[config.mk]
export PLATFORM = sky130hd
export DESIGN_NAME = if_stage
export DESIGN_NICKNAME = d
export VERILOG_FILES = /design/src/rtl/if_stage.sv
export SDC_FILE = /design/constraint.sdc
export NUM_CORES = 1
export LEC_CHECK = 0
export BUFFER_PORTS_ARGS = -buffer_cell sky130_fd_sc_hd__clkbuf_2
export CAP_MARGIN = 25
export CORE_ASPECT_RATIO = 0.9
export CORE_MARGIN = 5
export CORE_UTILIZATION = 35
export CTS_CLUSTER_SIZE = 12
export DETAILED_ROUTE_END_ITERATION = 8
export PLACE_DENSITY = 0.57
export SYNTH_ARGS = -nofsm -noshare
export SYNTH_HDL_FRONTEND = slang
export SYNTH_SLANG_ARGS = --single-unit
export TNS_END_PERCENT = 5
[constraint.sdc]
create_clock -name clk -period 7.9 [get_ports clk]
set_clock_uncertainty 0.2 [all_clocks]
set_input_delay 0.79 -clock clk [delete_from_list [all_inputs] [get_ports clk]]
set_output_delay 0.79 -clock clk [all_outputs]
set_load 0.02 [all_outputs]
[src/rtl/if_stage.sv]
// Instruction fetch stage: owns the PC, issues single-outstanding word fetches
// and buffers returned instructions in a small FIFO in front of the decoder.
module if_stage #(
  parameter logic [31:0] RESET_PC = 32'h0000_0000,
  parameter int unsigned DEPTH    = 2
) (
  input  logic        clk,
  input  logic        rst,
  output logic        imem_req_valid,
  input  logic        imem_req_ready,
  output logic [31:0] imem_req_addr,
  input  logic        imem_resp_valid,
  input  logic [31:0] imem_resp_data,
  input  logic        redirect_valid,
  input  logic [31:0] redirect_pc,
  output logic        out_valid,
  input  logic        out_ready,
  output logic [31:0] out_pc,
  output logic [31:0] out_instr,
  output logic [6:0]  out_opcode
);

  localparam int unsigned PTR_W = (DEPTH > 1) ? $clog2(DEPTH) : 1;
  localparam int unsigned CNT_W = $clog2(DEPTH + 1);

  typedef enum logic {
    S_REQ  = 1'b0,
    S_WAIT = 1'b1
  } state_t;

  state_t           state, state_nxt;
  logic [31:0]      pc, pc_nxt;
  logic [31:0]      req_pc;
  logic             discard, discard_nxt;
  logic             req_valid_c;
  logic             req_fire;
  logic             push;
  logic             pop;

  logic [31:0]      fifo_pc    [DEPTH];
  logic [31:0]      fifo_instr [DEPTH];
  logic [PTR_W-1:0] wr_ptr, rd_ptr;
  logic [CNT_W-1:0] count;

  // Low address bits of a redirect target are dropped to keep fetches word aligned.
  logic             unused_redirect_lsbs;
  assign unused_redirect_lsbs = ^redirect_pc[1:0];

  // Only one request may be in flight, so in REQ the credit is simply FIFO space.
  assign req_valid_c    = (state == S_REQ) && (count < CNT_W'(DEPTH));
  assign req_fire       = req_valid_c && imem_req_ready;
  assign imem_req_valid = req_valid_c && !rst;
  assign imem_req_addr  = pc;

  assign out_valid  = (count != '0);
  assign pop        = out_valid && out_ready;
  assign out_pc     = fifo_pc[rd_ptr];
  assign out_instr  = fifo_instr[rd_ptr];
  assign out_opcode = out_instr[6:0];

  // FSM state register
  always_ff @(posedge clk or posedge rst) begin
    if (rst) begin
      state   <= S_REQ;
      pc      <= RESET_PC;
      req_pc  <= '0;
      discard <= 1'b0;
    end else begin
      state   <= state_nxt;
      pc      <= pc_nxt;
      discard <= discard_nxt;
      if (req_fire) req_pc <= pc;
    end
  end

  // Next state, PC and response filtering; a redirect overrides the PC in any state
  always_comb begin
    state_nxt   = state;
    pc_nxt      = pc;
    discard_nxt = discard;
    push        = 1'b0;
    case (state)
      S_REQ: begin
        if (req_fire) begin
          state_nxt = S_WAIT;
          pc_nxt    = pc + 32'd4;
          if (redirect_valid) discard_nxt = 1'b1;
        end
      end
      S_WAIT: begin
        if (imem_resp_valid) begin
          state_nxt   = S_REQ;
          discard_nxt = 1'b0;
          push        = !discard && !redirect_valid;
        end else if (redirect_valid) begin
          discard_nxt = 1'b1;
        end
      end
      default: state_nxt = S_REQ;
    endcase
    if (redirect_valid) pc_nxt = {redirect_pc[31:2], 2'b00};
  end

  // Instruction FIFO; a redirect empties it on the following cycle
  always_ff @(posedge clk or posedge rst) begin
    if (rst) begin
      wr_ptr <= '0;
      rd_ptr <= '0;
      count  <= '0;
      for (int i = 0; i < DEPTH; i++) begin
        fifo_pc[i]    <= '0;
        fifo_instr[i] <= '0;
      end
    end else if (redirect_valid) begin
      wr_ptr <= '0;
      rd_ptr <= '0;
      count  <= '0;
    end else begin
      if (push) begin
        fifo_pc[wr_ptr]    <= req_pc;
        fifo_instr[wr_ptr] <= imem_resp_data;
        wr_ptr             <= wr_ptr + PTR_W'(1);
      end
      if (pop) rd_ptr <= rd_ptr + PTR_W'(1);
      count <= count + CNT_W'(push) - CNT_W'(pop);
    end
  end

  // The credit rule must make a push into a full FIFO unreachable.
  a_no_overflow: assert property (@(posedge clk) disable iff (rst)
    !(push && !pop && (count == CNT_W'(DEPTH))));

endmodule
==> summary.md, run 1 <==
| Metric | Value |
|---|---|
| Status | complete, no violations |
| Setup_tns | 0 ps |
| Max transition margin | about 34% |
| Core Area | around 0.024 sq mm |
| RR Startpoint | count[1] |
| Hold path depth | 1 |
| Power Density | around 360 mW/mm^2 |
| Crit-path slowest cell | dfrtp_2 |
| Port Buffers | 168 |
| Sequential share of power | roughly two fifths |
| Max Slew Vio Count | 0 |
| Clock tree root buffer cell | clkbuf_16 |
| P_sw | around 1.4 mW |
| Filler cells | 2326 |
| Die area | 0.0279 sq mm |
| Overall power | between 3 and 4 mW |
| Bufs on Longest Clock Path | 2 |
| I/O Pins | 175 |
| FP Rows | 54 |
| CTS sink count | 190 |
| CP arrival | about 2400 ps |
| Largest net degree at the start of global routing | roughly 130 |
| Final setup vio count | 0 |
| Critical path class | reg2out |
| Initial core utilization | 35.6% |
| Cts hold-fix bufs | 0 |
| Number of distinct library cells after synthesis | 41 |
| Max Cap Viol | 0 |
| TritonCTS clock tree | done |
| Vias in the first global route | roughly 6200 |
| Number of synthesized register bits | 190 |
| EDFF count, synth | 0 |
| Worst hold path type | reg2reg |
| Final hold vios | 0 |
| ANT cells | 0 |
| Hold_sp | fifo_instr[14] |
| RePlAce Congestion | 0.775 |
| FMAX | 293 MHz |
| Fraction of registers with async set/reset | 100% |
| Drt first pass iters | 4 |
| 1st-iter DRT viols | between 300 and 400 |
| Critical Path Fanout Max | 47 |
| Cell count after synthesis | 720 |
| Clock group share of total power | between 20% and 30% |
| Leak pwr | just under 5 nW |
| Worst EP required | around 7000 ps |
| Syn avg cell area | around 12 sq um |
| Die Wd | 176 um |
| Kind of cell adding the most delay to the critical path | buffers and inverters |
| Cell-by-cell trace of the critical path | buf_4, mux2_2, clkbuf_2 |
| DP Wirelength | 13500 um |
| CTS resizes | 0 |
| Via Count | roughly 6000 |
| CP endpoint kind | output pin |
| Origin of the worst setup path | rd_ptr |
| Max IR drop VDD | 155 uV |
| Cts bufs inserted | 17 |
| Comb power frac | 37.2% |
| Total GRT Usage | 15.3% |
| Fin cells | around 1200 |
| Area Growth Syn to Fin | 18.7% |
| Top FF cell, synth | dfrtp_1 |
| Die height | between 150 and 200 um |
| Slew @ Worst Pin | 988 ps |
| Grt ovf | 0 |
| Via density | between 5 and 6 |
| Power Internal | 2.36 mW |
| Number of remaining DRC errors | 0 |
| Total wire length | roughly 21000 um |
| First-pass GRT wire length | approximately 35000 um |
| Drt wl/cell | 17.6 um |
| Initial antenna violation count | 0 |
| Clock transition at path regs | 70 ps |
| Cell area after synthesis | approximately 0.0086 sq mm |
| Nets | 935 |
| Cells after DPL | roughly 1200 |
| Buf/Inv on CP | 2 |
| Final worst path period share | 43.1% |
| Post-CTS setup buffers | 0 |
| Min Tclk post-route | approximately 3400 ps |
| RSZ-0062 raised after global routing | no |
| H-tree levels | 4 |
| Reg2reg path depth | 4 |
| Critical path launch point type | flop |
| Synthesis warning total | 0 |
| Clock Latency Late Sink | approximately 420 ps |
| Antenna viol nets, final | 0 |
| Levels on crit path | 3 |
| Sw Share | 36.7% |
| Sequential area share after synthesis | 55.0% |
| Share of layout cells above drive strength 1 | 45.4% |
| Max incr delay on CP | ~710 ps |
==> state kept, by name, indices dropped and copies added (netlist names) <==
| register | count |
|---|---|
| rd_ptr | 1 |
| fifo_instr | 64 |
| req_pc | 30 |
| wr_ptr | 1 |
| fifo_pc | 60 |
| state | 1 |
| discard | 1 |
| imem_req_addr | 30 |
| count | 2 |
==> worst paths after layout <==
kind	to	slack, ps
max	out_opcode[0]	4490
min	fifo_instr[14]	300
max reg2reg	imem_req_addr[19]	4840
min reg2reg	fifo_instr[14]	300
max in group asynchronous	fifo_instr[46]	5760
min in group asynchronous	imem_req_addr[9]	340
==> layer usage <==
layer,GRT usage (%),vias to the layer above,wire (um)
met5,0,-,0
met4,3.97,0,276
met3,3.80,22,1270
met2,22.2,182,8870
met1,22.9,2987,10500
li1,-,2822,-
==> power by group through the flow <==
stage / clock [mW] / combinational [mW] / sequential (mW)
floorplan: 0 / 1.04 / 1.48
global placement: 0 / 1.40 / 1.53
detailed placement: 0 / 1.41 / 1.54
CTS: 0.857 / 1.42 / 1.52
global route: 0.896 / 1.52 / 1.57
finish: 0.828 / 1.39 / 1.52
==> cell type report <==
type / instances / area (sq um) / area share (%)
well taps: 308 / 385 / 3.75
flip-flops and latches: 190 / 4760 / 46.3
clock inverters: 12 / 114 / 1.11
repair buffers: 173 / 878 / 8.56
inverters: 7 / 33.8 / 0.329
multi-input cells: 473 / 3650 / 35.6
clock buffers: 20 / 447 / 4.35
==> per-stage QoR <==
stage	setup slack (ps)	hold slack, ps	area (sq um)	util [%]
after detailed placement	4390	285	9700	40.0
after floorplan	1740	258	8650	-
after global placement	4440	282	9700	40.0
after global routing	4340	317	10300	42.3
final	4490	301	10300	42.3
after CTS	4390	302	10300	42.3
==> cell usage after synthesis, types with 7 or more instances <==
master,count,area share [%]
buf_4,11,0.96
nand3_1,23,1.3
a31oi_1,7,0.51
inv_1,7,0.30
xnor2_1,8,0.81
mux2_2,186,24
o31ai_1,10,0.87
or4_1,15,1.3
o21ai_0,13,0.75
nor2_1,15,0.65
dfrtp_1,190,55
nand4_1,8,0.58
nand2_1,118,5.1
clkbuf_1,39,1.7
==> logic make-up (layout without fill, tap and decap cells) <==
kind of cell             Yosys count  after routing  synth area share (%)
other                              1              4                0.0434
buffers and inverters             60            212                  3.11
multiplexers                     187            187                  24.3
XOR/XNOR                          12             12                  1.22
adder cells (fa/ha/maj)            3              3                 0.434
flip-flops                       190            190                  55.0
AND/OR/NAND/NOR                  217            217                  12.0
AO/OA/AOI/OAI                     50             50                  3.84
==> cells in the final DEF (no fill, tap or decap), types with 5 or more instances in the layout <==
cell / synthesis / final
nor3_1: 6 / 6
dfrtp_1: 190 / 189
nor2b_1: 6 / 6
mux2_2: 186 / 186
or4_1: 15 / 15
nor4_1: 6 / 5
o31ai_1: 10 / 10
nand4_1: 8 / 8
clkbuf_2: 0 / 168
buf_4: 11 / 5
nand3_1: 23 / 23
nor2_1: 15 / 15
clkbuf_16: 0 / 17
a31oi_1: 7 / 7
o21ai_0: 13 / 13
inv_1: 7 / 6
a22oi_1: 5 / 5
nand2_1: 118 / 117
xnor2_1: 8 / 8
Note: power is estimated with default switching activity, not from simulation.
==> run 2, diff against run 1 <==
==> constraint.sdc (replaced) <==
create_clock -name clk -period 3.4 [get_ports clk]
set_clock_uncertainty 0.2 [all_clocks]
set_input_delay 0.34 -clock clk [delete_from_list [all_inputs] [get_ports clk]]
set_output_delay 0.34 -clock clk [all_outputs]
set_load 0.02 [all_outputs]
==> run 2 against run 1 <==
Global-route usage is 0.51 points higher. Cell area up 7.2%. Clock power increased by 140%. Final cell count rose by 5.8%. Sequential power is 130% higher. Via count rose by 3.4%. Non-clock buffer count grew 69. Count of clock-buffer cells in the layout down 1. Wire length grew 2.6%. Largest power group unchanged. Die area did not move.
==> summary.md, run 2 (synthesized netlist as in run 1, its figures left out) <==
| Metric | Value |
|---|---|
| Max IR drop VDD | 344 uV (was 155 uV) |
| FF-to-FF setup slack | 600 ps (was 4840 ps) |
| Share of layout cells above drive strength 1 | 43.1% (was 45.4%) |
| Die area | 0.0279 sq mm (unchanged) |
| 1st-iter DRT viols | 416 (was 362) |
| Leak pwr | 5.27 nW (was 4.95 nW) |
| FP Rows | 54 (unchanged) |
| Max reg flops | 64 (unchanged) |
| Max Cap Viol | 0 (unchanged) |
| Initial core utilization | 35.6% (unchanged) |
| Max incr delay on CP | 870 ps (was 710 ps) |
| Total wire length | 21400 um (was 20900 um) |
| Final worst path period share | a little over 80% |
| Most frequent cell on the critical path | or4_1 |
| CP endpoint kind | flop (was output pin) |
| Critical path class | reg2reg (was reg2out) |
| Nets | 1004 (was 935) |
| Drt first pass iters | 4 (unchanged) |
| Reg2reg path depth | 4 (unchanged) |
| Die Wd | 176 um (unchanged) |
| RSZ-0062 raised after global routing | no (unchanged) |
| Reg area | 0.00476 sq mm (unchanged) |
| Worst hold path type | in2reg (was reg2reg) |
| Reg2Reg Capture Point | imem_req_addr[19] (unchanged) |
| Via density | 4.97 (was 5.08) |
| Max transition margin | 48.6% (was 34.1%) |
| Largest regs | fifo_instr (64), fifo_pc (60) (unchanged) |
| RR Startpoint | count[1] (unchanged) |
| Number of remaining DRC errors | 0 (unchanged) |
| Hold_sp | redirect_pc[29] (was fifo_instr[14]) |
| Drt wl/cell | 17.1 um (was 17.6 um) |
| Final Cell Area | 0.0110 sq mm (was 0.0103 sq mm) |
| Vias in the first global route | 6551 (was 6220) |
| I/O Pins | 175 (unchanged) |
| Placed inst area | 0.00981 sq mm (was 0.00970 sq mm) |
| Hold path depth | 3 (was 1) |
| Crit-path slowest cell | or4_1 (was dfrtp_2) |
| Max Slew Vio Count | 0 (unchanged) |
| Clock Latency Late Sink | 420 ps (about the same) |
| Overall power | 8.80 mW (was 3.73 mW) |
| Hold Path Sink | imem_req_addr[29] (was fifo_instr[14]) |
| Min Tclk post-route | between 2000 and 3000 ps |
| Setup_tns | 0 ps (unchanged) |
| Clock tree root buffer cell | clkbuf_16 (unchanged) |
| Power Density | 800 mW/mm^2 (was 364 mW/mm^2) |
| CTS sink count | 190 (unchanged) |
| FMAX | around 360 MHz |
| First-pass GRT wire length | 35700 um (was 34600 um) |
| ANT cells | 0 (unchanged) |
| Clock group share of total power | 22.1% (was 22.2%) |
| Port Buffers | 168 (unchanged) |
| Largest Register | fifo_instr (unchanged) |
| DP Wirelength | 14000 um (was 13500 um) |
| Slew @ Worst Pin | 770 ps (was 988 ps) |
| Critical Path Fanout Max | 19 (was 47) |
| CTS resizes | 0 (unchanged) |
| Post-CTS setup buffers | 0 (unchanged) |
| Final setup vio count | 0 (unchanged) |
| Critical path launch point type | flop (unchanged) |
| Status | complete, no violations (unchanged) |
| Final hold vios | 0 (unchanged) |
| Clock transition at path regs | 70 ps (about the same) |
| Die height | 159 um (unchanged) |
| Kind of cell adding the most delay to the critical path | simple AND/OR/NAND/NOR gates (was buffers and inverters) |
| Worst EP required | 3540 ps (was 6910 ps) |
| Antenna viol nets, final | 0 (unchanged) |
| Filler cells | 2224 (was 2326) |
| Sw Share | 36.6% (was 36.7%) |
| TritonCTS clock tree | done (unchanged) |
| RePlAce Congestion | 0.736 (was 0.775) |
| CP arrival | 2950 ps (was 2420 ps) |
| Via Count | 6220 (was 6013) |
| Initial antenna violation count | 0 (unchanged) |
| Origin of the worst setup path | count[1] (was rd_ptr) |
| P_sw | 3.22 mW (was 1.37 mW) |
| Comb power frac | 37.9% (was 37.2%) |
| Bufs on Longest Clock Path | 2 (unchanged) |
| Grt ovf | 0 (unchanged) |
| Cts bufs inserted | 17 (unchanged) |
| Power Internal | 5.58 mW (was 2.36 mW) |
| Sequential share of power | 40.0% (was 40.6%) |
| Total GRT Usage | 15.8% (was 15.3%) |
| Cell-by-cell trace of the critical path | or3b_4, or4_1, or4_1, a31oi_1 (was buf_4, mux2_2, clkbuf_2) |
| Commonest non-fill, non-tap cells in the layout | dfrtp_1, mux2_2, clkbuf_2 (unchanged) |
| H-tree levels | 4 (unchanged) |
| Area Growth Syn to Fin | 27.3% (was 18.7%) |
| Multi-input gate area | 0.00365 sq mm (unchanged) |
| Buf/Inv on CP | 0 (was 2) |
| Largest net degree at the start of global routing | 58 (was 125) |
| Most common cell after layout, fill and taps aside | dfrtp_1 (unchanged) |
| Core Area | 0.0243 sq mm (unchanged) |
-- run 2: power by group through the flow --
stage / sequential [mW] / clock [mW] / combinational [mW]
global placement: 3.55 / 0 / 3.29
detailed placement: 3.57 / 0 / 3.31
floorplan: 3.43 / 0 / 2.42
finish: 3.52 / 1.95 / 3.33
CTS: 3.53 / 2.03 / 3.39
global route: 3.64 / 2.11 / 3.63
-- run 2: through the flow --
stage / hold slack [ps] / util [%] / std cells / setup WS, ps
2_1_floorplan: 236 / - / 723 / 412
3_3_place_gp: 281 / 40.4 / 1159 / 689
3_5_place_dp: 286 / 40.4 / 1159 / 649
4_1_cts: 1.64 / 45.3 / 1251 / 614
5_1_grt: 11.2 / 45.4 / 1252 / 511
6_report: 11.3 / 45.4 / 1252 / 596
-- run 2: worst reg2reg max path: stages (launching register included) --
cell	delay, ps
dfrtp_1	450
or3b_4	420
or4_1	870
or4_1	600
a31oi_1	180
-- run 2: metal layers --
layer  GRT usage (%)  vias up  wire length (um)
li1                -     2963                 -
met1            23.4     3046             10500
met2            23.7      202              9400
met3            3.58        9              1360
met4            3.58        0               133
met5               0        -                 0
-- run 2: how the worst max path moves through the flow --
stage                              endpoint  slack (ps)  cells past startpoint
final                     imem_req_addr[19]         600                      4
after global routing      imem_req_addr[19]         510                      4
after CTS                 imem_req_addr[19]         610                      4
after detailed placement  imem_req_addr[19]         650                      4
after global placement    imem_req_addr[19]         690                      4
after floorplan                    count[0]         410                      1
-- run 2: final cells by class --
cell class / count / area share (%)
Clock inverter: 13 / 1.18
Inverter: 7 / 0.273
Clock buffer: 19 / 4.03
Tap cell: 308 / 3.50
Timing Repair Buffer: 242 / 14.6
Sequential cell: 190 / 43.2
Multi-Input combinational cell: 473 / 33.2
-- run 2: repair_timing --
action                                  CTS  global route
endpoints found under the hold margin   127             0
hold buffers                             60             0
endpoints found under the setup margin    0             0
